`src/rtl/gpu_cfg_master_if.sv`:
```
// Command and register-bus signals of the GPU config master.
// The master modport is the block; the slave modport is its host or peer.
interface gpu_cfg_master_if;
   logic       cmd_valid;
   logic       cmd_ready;
   logic       cmd_type;
   logic [1:0] cmd_sel;
   logic       cmd_val;
   logic [3:0] cmd_wren;
   logic       reg_wr_cfg;
   logic [7:0] reg_wdata;
   logic       busy;
   logic       cmd_done;

   modport master (
      input  cmd_valid, cmd_type, cmd_sel, cmd_val, cmd_wren,
      output cmd_ready, reg_wr_cfg, reg_wdata, busy, cmd_done
   );

   modport slave (
      output cmd_valid, cmd_type, cmd_sel, cmd_val, cmd_wren,
      input  cmd_ready, reg_wr_cfg, reg_wdata, busy, cmd_done
   );
endinterface

```
`src/rtl/gpu_cfg_master.sv`:
```
// Queues host commands and replays each as an unlock-key sequence
// (0x19, 0x43, 0xFD) plus the command byte, one strobe every other cycle.
module gpu_cfg_master (
   input logic bus_clk,
   input logic bus_rst,
   gpu_cfg_master_if.master bus
);
   typedef enum logic [2:0] {IDLE, K0, K1, K2, CMD, GAP} state_t;

   state_t     state, state_d;
   logic [1:0] phase, phase_d;
   logic [7:0] fifo [4];
   logic [1:0] wptr, rptr;
   logic [2:0] count, count_d;
   logic [7:0] cmd_reg;
   logic [7:0] enc;
   logic       push, pop;
   logic       wr_d, done_d;
   logic [7:0] wdata_d;

   assign push = bus.cmd_valid & bus.cmd_ready;
   assign enc  = bus.cmd_type ? {1'b1, bus.cmd_val, 4'b0000, bus.cmd_sel}
                              : {4'b0000, bus.cmd_wren};

   // Sequencer: phase remembers which key (or the command) follows a GAP.
   always_comb begin
      state_d = state;
      phase_d = phase;
      pop     = 1'b0;
      wr_d    = 1'b0;
      wdata_d = 8'h00;
      done_d  = 1'b0;
      unique case (state)
         IDLE: begin
            if (count != 3'd0) begin
               pop     = 1'b1;
               state_d = K0;
            end
         end
         K0: begin
            wr_d    = 1'b1;
            wdata_d = 8'h19;
            phase_d = 2'd1;
            state_d = GAP;
         end
         K1: begin
            wr_d    = 1'b1;
            wdata_d = 8'h43;
            phase_d = 2'd2;
            state_d = GAP;
         end
         K2: begin
            wr_d    = 1'b1;
            wdata_d = 8'hFD;
            phase_d = 2'd3;
            state_d = GAP;
         end
         CMD: begin
            wr_d    = 1'b1;
            wdata_d = cmd_reg;
            done_d  = 1'b1;
            phase_d = 2'd0;
            state_d = GAP;
         end
         GAP: begin
            unique case (phase)
               2'd1:    state_d = K1;
               2'd2:    state_d = K2;
               2'd3:    state_d = CMD;
               default: state_d = IDLE;
            endcase
         end
         default: state_d = IDLE;
      endcase
   end

   // Queue occupancy after this edge's push and pop.
   always_comb begin
      count_d = count;
      unique case ({push, pop})
         2'b10:   count_d = count + 3'd1;
         2'b01:   count_d = count - 3'd1;
         default: count_d = count;
      endcase
   end

   // State register; reset drops any partial sequence.
   always_ff @(posedge bus_clk or posedge bus_rst) begin
      if (bus_rst) begin
         state <= IDLE;
         phase <= 2'd0;
      end else begin
         state <= state_d;
         phase <= phase_d;
      end
   end

   // Command FIFO and the register holding the command being replayed.
   always_ff @(posedge bus_clk or posedge bus_rst) begin
      if (bus_rst) begin
         for (int i = 0; i < 4; i++) fifo[i] <= 8'h00;
         wptr    <= 2'd0;
         rptr    <= 2'd0;
         count   <= 3'd0;
         cmd_reg <= 8'h00;
      end else begin
         if (push) begin
            fifo[wptr] <= enc;
            wptr       <= wptr + 2'd1;
         end
         if (pop) begin
            cmd_reg <= fifo[rptr];
            rptr    <= rptr + 2'd1;
         end
         count <= count_d;
      end
   end

   // Registered outputs; ready tracks the post-edge occupancy.
   always_ff @(posedge bus_clk or posedge bus_rst) begin
      if (bus_rst) begin
         bus.reg_wr_cfg <= 1'b0;
         bus.reg_wdata  <= 8'h00;
         bus.cmd_done   <= 1'b0;
         bus.busy       <= 1'b0;
         bus.cmd_ready  <= 1'b1;
      end else begin
         bus.reg_wr_cfg <= wr_d;
         bus.reg_wdata  <= wdata_d;
         bus.cmd_done   <= done_d;
         bus.busy       <= (count != 3'd0) | (state != IDLE);
         bus.cmd_ready  <= (count_d != 3'd4);
      end
   end
endmodule

```
`src/flat_wrapper.sv`:
```
// flat-port wrapper written by rule: the top's interface ports become plain ports
module gpu_cfg_master_flat 
  (bus_clk, bus_rst, bus_cmd_valid, bus_cmd_type, bus_cmd_sel, bus_cmd_val, bus_cmd_wren, bus_cmd_ready, bus_reg_wr_cfg, bus_reg_wdata, bus_busy, bus_cmd_done);
  gpu_cfg_master_if bus_i ();
  input logic bus_clk;
  input logic bus_rst;
  input wire logic [$bits(bus_i.cmd_valid)-1:0] bus_cmd_valid;
  input wire logic [$bits(bus_i.cmd_type)-1:0] bus_cmd_type;
  input wire logic [$bits(bus_i.cmd_sel)-1:0] bus_cmd_sel;
  input wire logic [$bits(bus_i.cmd_val)-1:0] bus_cmd_val;
  input wire logic [$bits(bus_i.cmd_wren)-1:0] bus_cmd_wren;
  output wire logic [$bits(bus_i.cmd_ready)-1:0] bus_cmd_ready;
  output wire logic [$bits(bus_i.reg_wr_cfg)-1:0] bus_reg_wr_cfg;
  output wire logic [$bits(bus_i.reg_wdata)-1:0] bus_reg_wdata;
  output wire logic [$bits(bus_i.busy)-1:0] bus_busy;
  output wire logic [$bits(bus_i.cmd_done)-1:0] bus_cmd_done;
  assign bus_i.cmd_valid = bus_cmd_valid;
  assign bus_i.cmd_type = bus_cmd_type;
  assign bus_i.cmd_sel = bus_cmd_sel;
  assign bus_i.cmd_val = bus_cmd_val;
  assign bus_i.cmd_wren = bus_cmd_wren;
  assign bus_cmd_ready = bus_i.cmd_ready;
  assign bus_reg_wr_cfg = bus_i.reg_wr_cfg;
  assign bus_reg_wdata = bus_i.reg_wdata;
  assign bus_busy = bus_i.busy;
  assign bus_cmd_done = bus_i.cmd_done;
  gpu_cfg_master u_core (.bus_clk(bus_clk), .bus_rst(bus_rst), .bus(bus_i));
endmodule
```
`config.mk`:
```
export PLATFORM = sky130hd
export DESIGN_NAME = gpu_cfg_master_flat
export DESIGN_NICKNAME = d
export VERILOG_FILES = /design/src/rtl/gpu_cfg_master_if.sv /design/src/rtl/gpu_cfg_master.sv /design/src/flat_wrapper.sv
export SDC_FILE = /design/constraint.sdc
export NUM_CORES = 1
export LEC_CHECK = 0
export CAP_MARGIN = 10
export CORE_MARGIN = 2
export CORE_UTILIZATION = 56
export CTS_CLUSTER_DIAMETER = 80
export DETAILED_ROUTE_END_ITERATION = 10
export PLACE_DENSITY = 0.78
export SYNTH_ARGS = -nofsm -noshare
export SYNTH_HDL_FRONTEND = slang
export SYNTH_SLANG_ARGS = --single-unit
export TNS_END_PERCENT = 100
```
`constraint.sdc`:
```
create_clock -name bus_clk -period 2.7 [get_ports bus_clk]
set_input_delay 0.27 -clock bus_clk [delete_from_list [all_inputs] [get_ports bus_clk]]
set_output_delay 0.27 -clock bus_clk [all_outputs]
set_load 0.005 [all_outputs]
```
; Yosys cells after proc, flatten, opt, wreduce, memory -nomap -nowiden
; Cells that the tools add are included.
[word_totals]
register_bits = 64
out_inout_bits = 12
word_cells = 61
[classes]
magnitude_cmp = 3
bitwise_logic = 4
n_eq_ne = 12
n_mux = 17
add_sub_neg = 4
n_reduce_logical = 6
[op_table]
columns = operator, count
row1 = $bwmux 32, 1
row2 = $mux 8, 4
row3 = $pmux 8 s4, 1
row4 = $pmux 3 s3, 2
row5 = $bmux 8 s2, 1
row6 = $demux 8 s2, 1
row7 = $pmux 2 s4, 1
row8 = $eq 2x2->1 const B, 3
row9 = $eq 3x2->1 const B, 2
row10 = $eq 3x3->1 const B, 2
row11 = $ge 3x3->1 const B, 2
row12 = $not 2->3, 2
row13 = $pmux 3 s2, 1
row14 = $reduce_bool 3->1, 2
row15 = $add 2x1->2 const B, 2
row16 = $eq 2x1->1 const B, 2
row17 = $mux 1, 4
row18 = $reduce_bool 4->1, 1
row19 = $reduce_or 4->1, 1
row20 = $add 3x1->3 const B, 1
row21 = $eq 3x1->1 const B, 1
row22 = $logic_not 3->1, 1
row23 = $lt 3x1->1 const B, 1
row24 = $mux 3, 1
row25 = other kinds (6), 6

; Logic depth before layout (Yosys ltp)
[logic_depth]
depth_word = 6
depth_mapped = 9
mapped_depth_nobuf = 8

; Worst setup path after synthesis
; OpenSTA, ideal clock, no wires.
[synth_path]
path_kind = register to register
startpoint = reg u_core.state[1]
endpoint = reg u_core.count[2]
setup_slack_ns = 0.426
required_ns = 2.573
path_stages_with_launch = 10
setup_ns = 0.127
arrival_time_ns = 2.147
path_buffers = 1
cell_sequence = dfrtp_1 -> nor3_1 -> and2b_1 -> buf_6 -> ha_1 -> inv_1 -> fa_1 -> xor2_1 -> o21a_1 -> or2_2
[synth_between]
elab_chain_cells = 4
elab_cells_between_ends = 5
classes_between = eq/ne: 2 / mux: 2 / reduce/logical: 1
[synth_rtl]
columns = element, line_no
row1 = "start, declared", gpu_cfg_master.sv:10  ; state_t state, state_d;
row2 = "start signal, assigned", gpu_cfg_master.sv:93  ; state <= state_d;
row3 = $logic_not 3->1 (*), gpu_cfg_master.sv:33  ; unique case (state)
row4 = $mux 1 (*), gpu_cfg_master.sv:33
row5 = named net u_core.pop, gpu_cfg_master.sv:17  ; logic push, pop;
row6 = $eq 2x1->1 or $eq 2x2->1 (tied branches), gpu_cfg_master.sv:80  ; unique case ({push, pop})
row7 = $pmux 3 s2 (*), gpu_cfg_master.sv:80
row8 = named net u_core.count_d[2], gpu_cfg_master.sv:14  ; logic [2:0] count, count_d;
row9 = "end signal, assigned", gpu_cfg_master.sv:115  ; count <= count_d;
row10 = "end, declared", gpu_cfg_master.sv:14
; The timed path passes the listed nets; every way through them passes the cells marked *.
; A chain may end at the register's enable or synchronous reset.

; Worst setup path in the final report
[layout_path]
startpoint = reg u_core.state[0]
endpoint = reg u_core.count[2]
[layout_between]
elab_chain_cells = 4
elab_cells_between_ends = 5
classes_between = eq/ne: 2 / mux: 2 / reduce/logical: 1
[layout_rtl]
columns = element, line_no
row1 = $logic_not 3->1 (*), gpu_cfg_master.sv:33
row2 = $mux 1 (*), gpu_cfg_master.sv:33
row3 = $eq 2x1->1 or $eq 2x2->1 (tied branches), gpu_cfg_master.sv:80
row4 = $pmux 3 s2 (*), gpu_cfg_master.sv:80
row5 = named net u_core.count_d[2], gpu_cfg_master.sv:14
; Marks and branches as above.

==> summary.txt <==
fraction of the yosys area taken by sequential cells = 57.1%
largest net degree at the start of global routing = 55
flops & latches, synth = 54
YS warnings = 0
die width = 69.0 µm
Mapped Area = 2370 µm²
Post-CTS Setup Bufs = 0
routed wire length per instance = 14.3 µm
crit path DAT = 2490 ps
gpl congestion = 0.771
first-pass GRT wire length = 6740 µm
TritonCTS Buffers = 5
Max-cap violations = 0
Post-DP HPWL = 2780 µm
worst relative slew slack = 70.8%
pre-CTS setup slack = 392 ps
synth unique cells = 34
die height = 69.0 µm
Final period util = 85.5%
# clock sinks = 54
EDFF count, synth = 0
Die ar. = 4760 µm²
CTS Hold Buffers Added = 0
via count = 1,394
CTS max path bufs = 2
crit start category = flop
Worst Skew = 7.71 ps
Initial Util = 58.8%
Peak VDD IR = 0.547 mV
synth-to-layout area growth = 14.3%
residual DRC count = 0
Power Dens Cells = 1100 nW/µm²
status = finished, final reports clean
fin crit period = 2310 ps
maximum clock rate = 433 MHz
Routed WL = 3800 µm
final-stage net count = 234
IO Pins = 23
max-slew violations = 0
clk root buf = clkbuf_8
Async SR Flop Fraction = 100%
Lkg Pwr = 1.26 nW
DRT iter0 DRCs = 131
crit path max-delay cell type = dfrtp_1
post-cts resize count = 0
Rows = 23
hold crit path type = in -> async
Setup violations, final = 0
Synth area leaders = dfrtp_1, mux4_2, o21ai_0
Yosys top cell area share = 56.0%
Synth Instances = 193
Setup CP Type = reg -> reg
post-synthesis net count = 212
Worst-Skew Late Latency = 300 ps
Primary FF master, synth = dfrtp_1
count of input and output buffers = 22
TritonCTS clock tree = built
number of global-route vias before repair = 1,379
Worst Max-Slew Pin Slew = 436 ps
htree depth = 2
Clock transition at path regs = 90 ps
Crit. End Element = flop
critical path required time = 2880 ps
Final ANT Viol Nets = 0
core area = 4030 µm²
GRT Util Overall = 18.4%
Avg Inst Size Synth = 12.3 µm²
Vias/cell = 5.26
CP cell instances = nor3_1 > and2b_1 > ha_1 > inv_1 > fa_1 > xor2_1 > o21a_1 > or2_2
CP max FO = 11
initial antenna violation count = 0
final hold viol count = 0
Setup TNS = 0 ps
share of layout cells above drive strength 1 = 14.9%
# diodes = 0
total grt overflow = 0
max reg flops = 24
drt first pass iters = 4
RSZ-0062 raised after global routing = no
max incr delay on CP = 480 ps
Worst Slack Setup Final = 391 ps
Synth area leader = dfrtp_1
## power by group
group | leakage, nW | switching, mW | internal [mW] | total [mW]
clock | 0.0438 | 0.240 | 0.174 | 0.415
combinational | 0.535 | 0.473 | 0.652 | 1.12
sequential | 0.676 | 0.265 | 1.17 | 1.43
## per-stage QoR
stage / utilization (%) / hold WS (ps) / cell area (µm²) / total power, mW / cells
6_report: 67.2 / 321 / 2710 / 2.97 / 265
5_1_grt: 67.2 / 342 / 2710 / 3.22 / 265
4_1_cts: 67.2 / 335 / 2710 / 3.00 / 265
3_5_place_dp: 65.2 / 465 / 2630 / 2.59 / 258
3_3_place_gp: 65.2 / 456 / 2630 / 2.49 / 258
2_1_floorplan: - / 445 / 2370 / 2.25 / 193
## path summary, 6_finish.rpt
| path | slack (ps) | from | depth (start not counted) | end |
|---|---|---|---|---|
| worst max-delay path | 390 | u_core.state[0]$_DFFE_PP0P_ | 8 | u_core.count[2]$_DFF_PP0_ |
| min in group bus_clk | 480 | u_core.fifo[14]$_DFFE_PP0P_ | 2 | u_core.fifo[14]$_DFFE_PP0P_ |
| worst min-delay path | 320 | bus_rst | 3 | u_core.bus.reg_wdata[2]$_DFF_PP0_ |
| worst min register to register | 480 | u_core.fifo[14]$_DFFE_PP0P_ | 2 | u_core.fifo[14]$_DFFE_PP0P_ |
| max in group asynchronous | 2080 | bus_rst | 3 | u_core.bus.cmd_ready$_DFF_PP1_ |
| worst max register to register | 390 | u_core.state[0]$_DFFE_PP0P_ | 8 | u_core.count[2]$_DFF_PP0_ |
## metal layers
metal	global-route usage, %	vias up	wire length (µm)
met5	0	-	0
met4	7.84	0	68
met3	5.12	5	145
met2	28.2	27	1870
met1	24.7	665	1710
li1	-	697	-
## layout make-up
cell class,instances,area (µm²)
multi-input cells,120,920
flip-flops and latches,54,1350
inverters,8,30.0
fillers,294,1320
clock inverters,2,10.0
well taps,50,62.6
repair buffers,26,263
clock buffers,5,68.8
## logic make-up (layout without fill, tap and decap cells)
group	count (synthesis)	after routing	synth area share (%)
buffers and inverters	19	41	4.02
AND/OR/NAND/NOR	51	51	11.0
flip-flops	54	54	57.1
multiplexers	19	19	12.7
AO/OA/AOI/OAI	36	36	8.30
XOR/XNOR	6	6	2.22
adder cells (fa/ha/maj)	8	8	4.55
## Yosys cell counts, types with 2 or more instances
library cell and n:
xnor2_1 3, nand2_1 25, a21oi_1 4, o21ai_0 26
mux2_4 6, nand2b_1 3, clkbuf_1 7, dfrtp_1 53
mux2_2 5, nand3_1 5, inv_1 8, nor3_1 2
nor2b_1 3, mux4_2 6, and2_1 3, buf_6 3
xor2_1 3, mux2i_1 2, a21o_1 4, nor2_1 2
ha_1 7
## placed cells by master (no fill, tap or decap), types with 2 or more instances in the layout
cell,n
o21ai_0,26
xor2_1,3
inv_1,7
ha_1,7
clkdlybuf4s50_1,22
nor2_1,2
nor3_1,2
mux2_4,6
clkbuf_8,5
nand2_1,25
and2_1,3
clkinv_2,2
a21o_1,4
nor2b_1,3
mux2i_1,2
xnor2_1,3
nand2b_1,3
dfrtp_1,53
buf_4,3
mux2_2,5
mux4_2,6
a21oi_1,4
nand3_1,5
## critical path, delay by kind of cell, from the launching register on
family	cells	cell delay, ps
buffers and inverters	1	60
XOR/XNOR	1	160
adder cells (fa/ha/maj)	2	560
AND/OR/NAND/NOR	3	740
flip-flops	1	480
AO/OA/AOI/OAI	1	180
No activity file was read; power rests on OpenSTA's default activity.
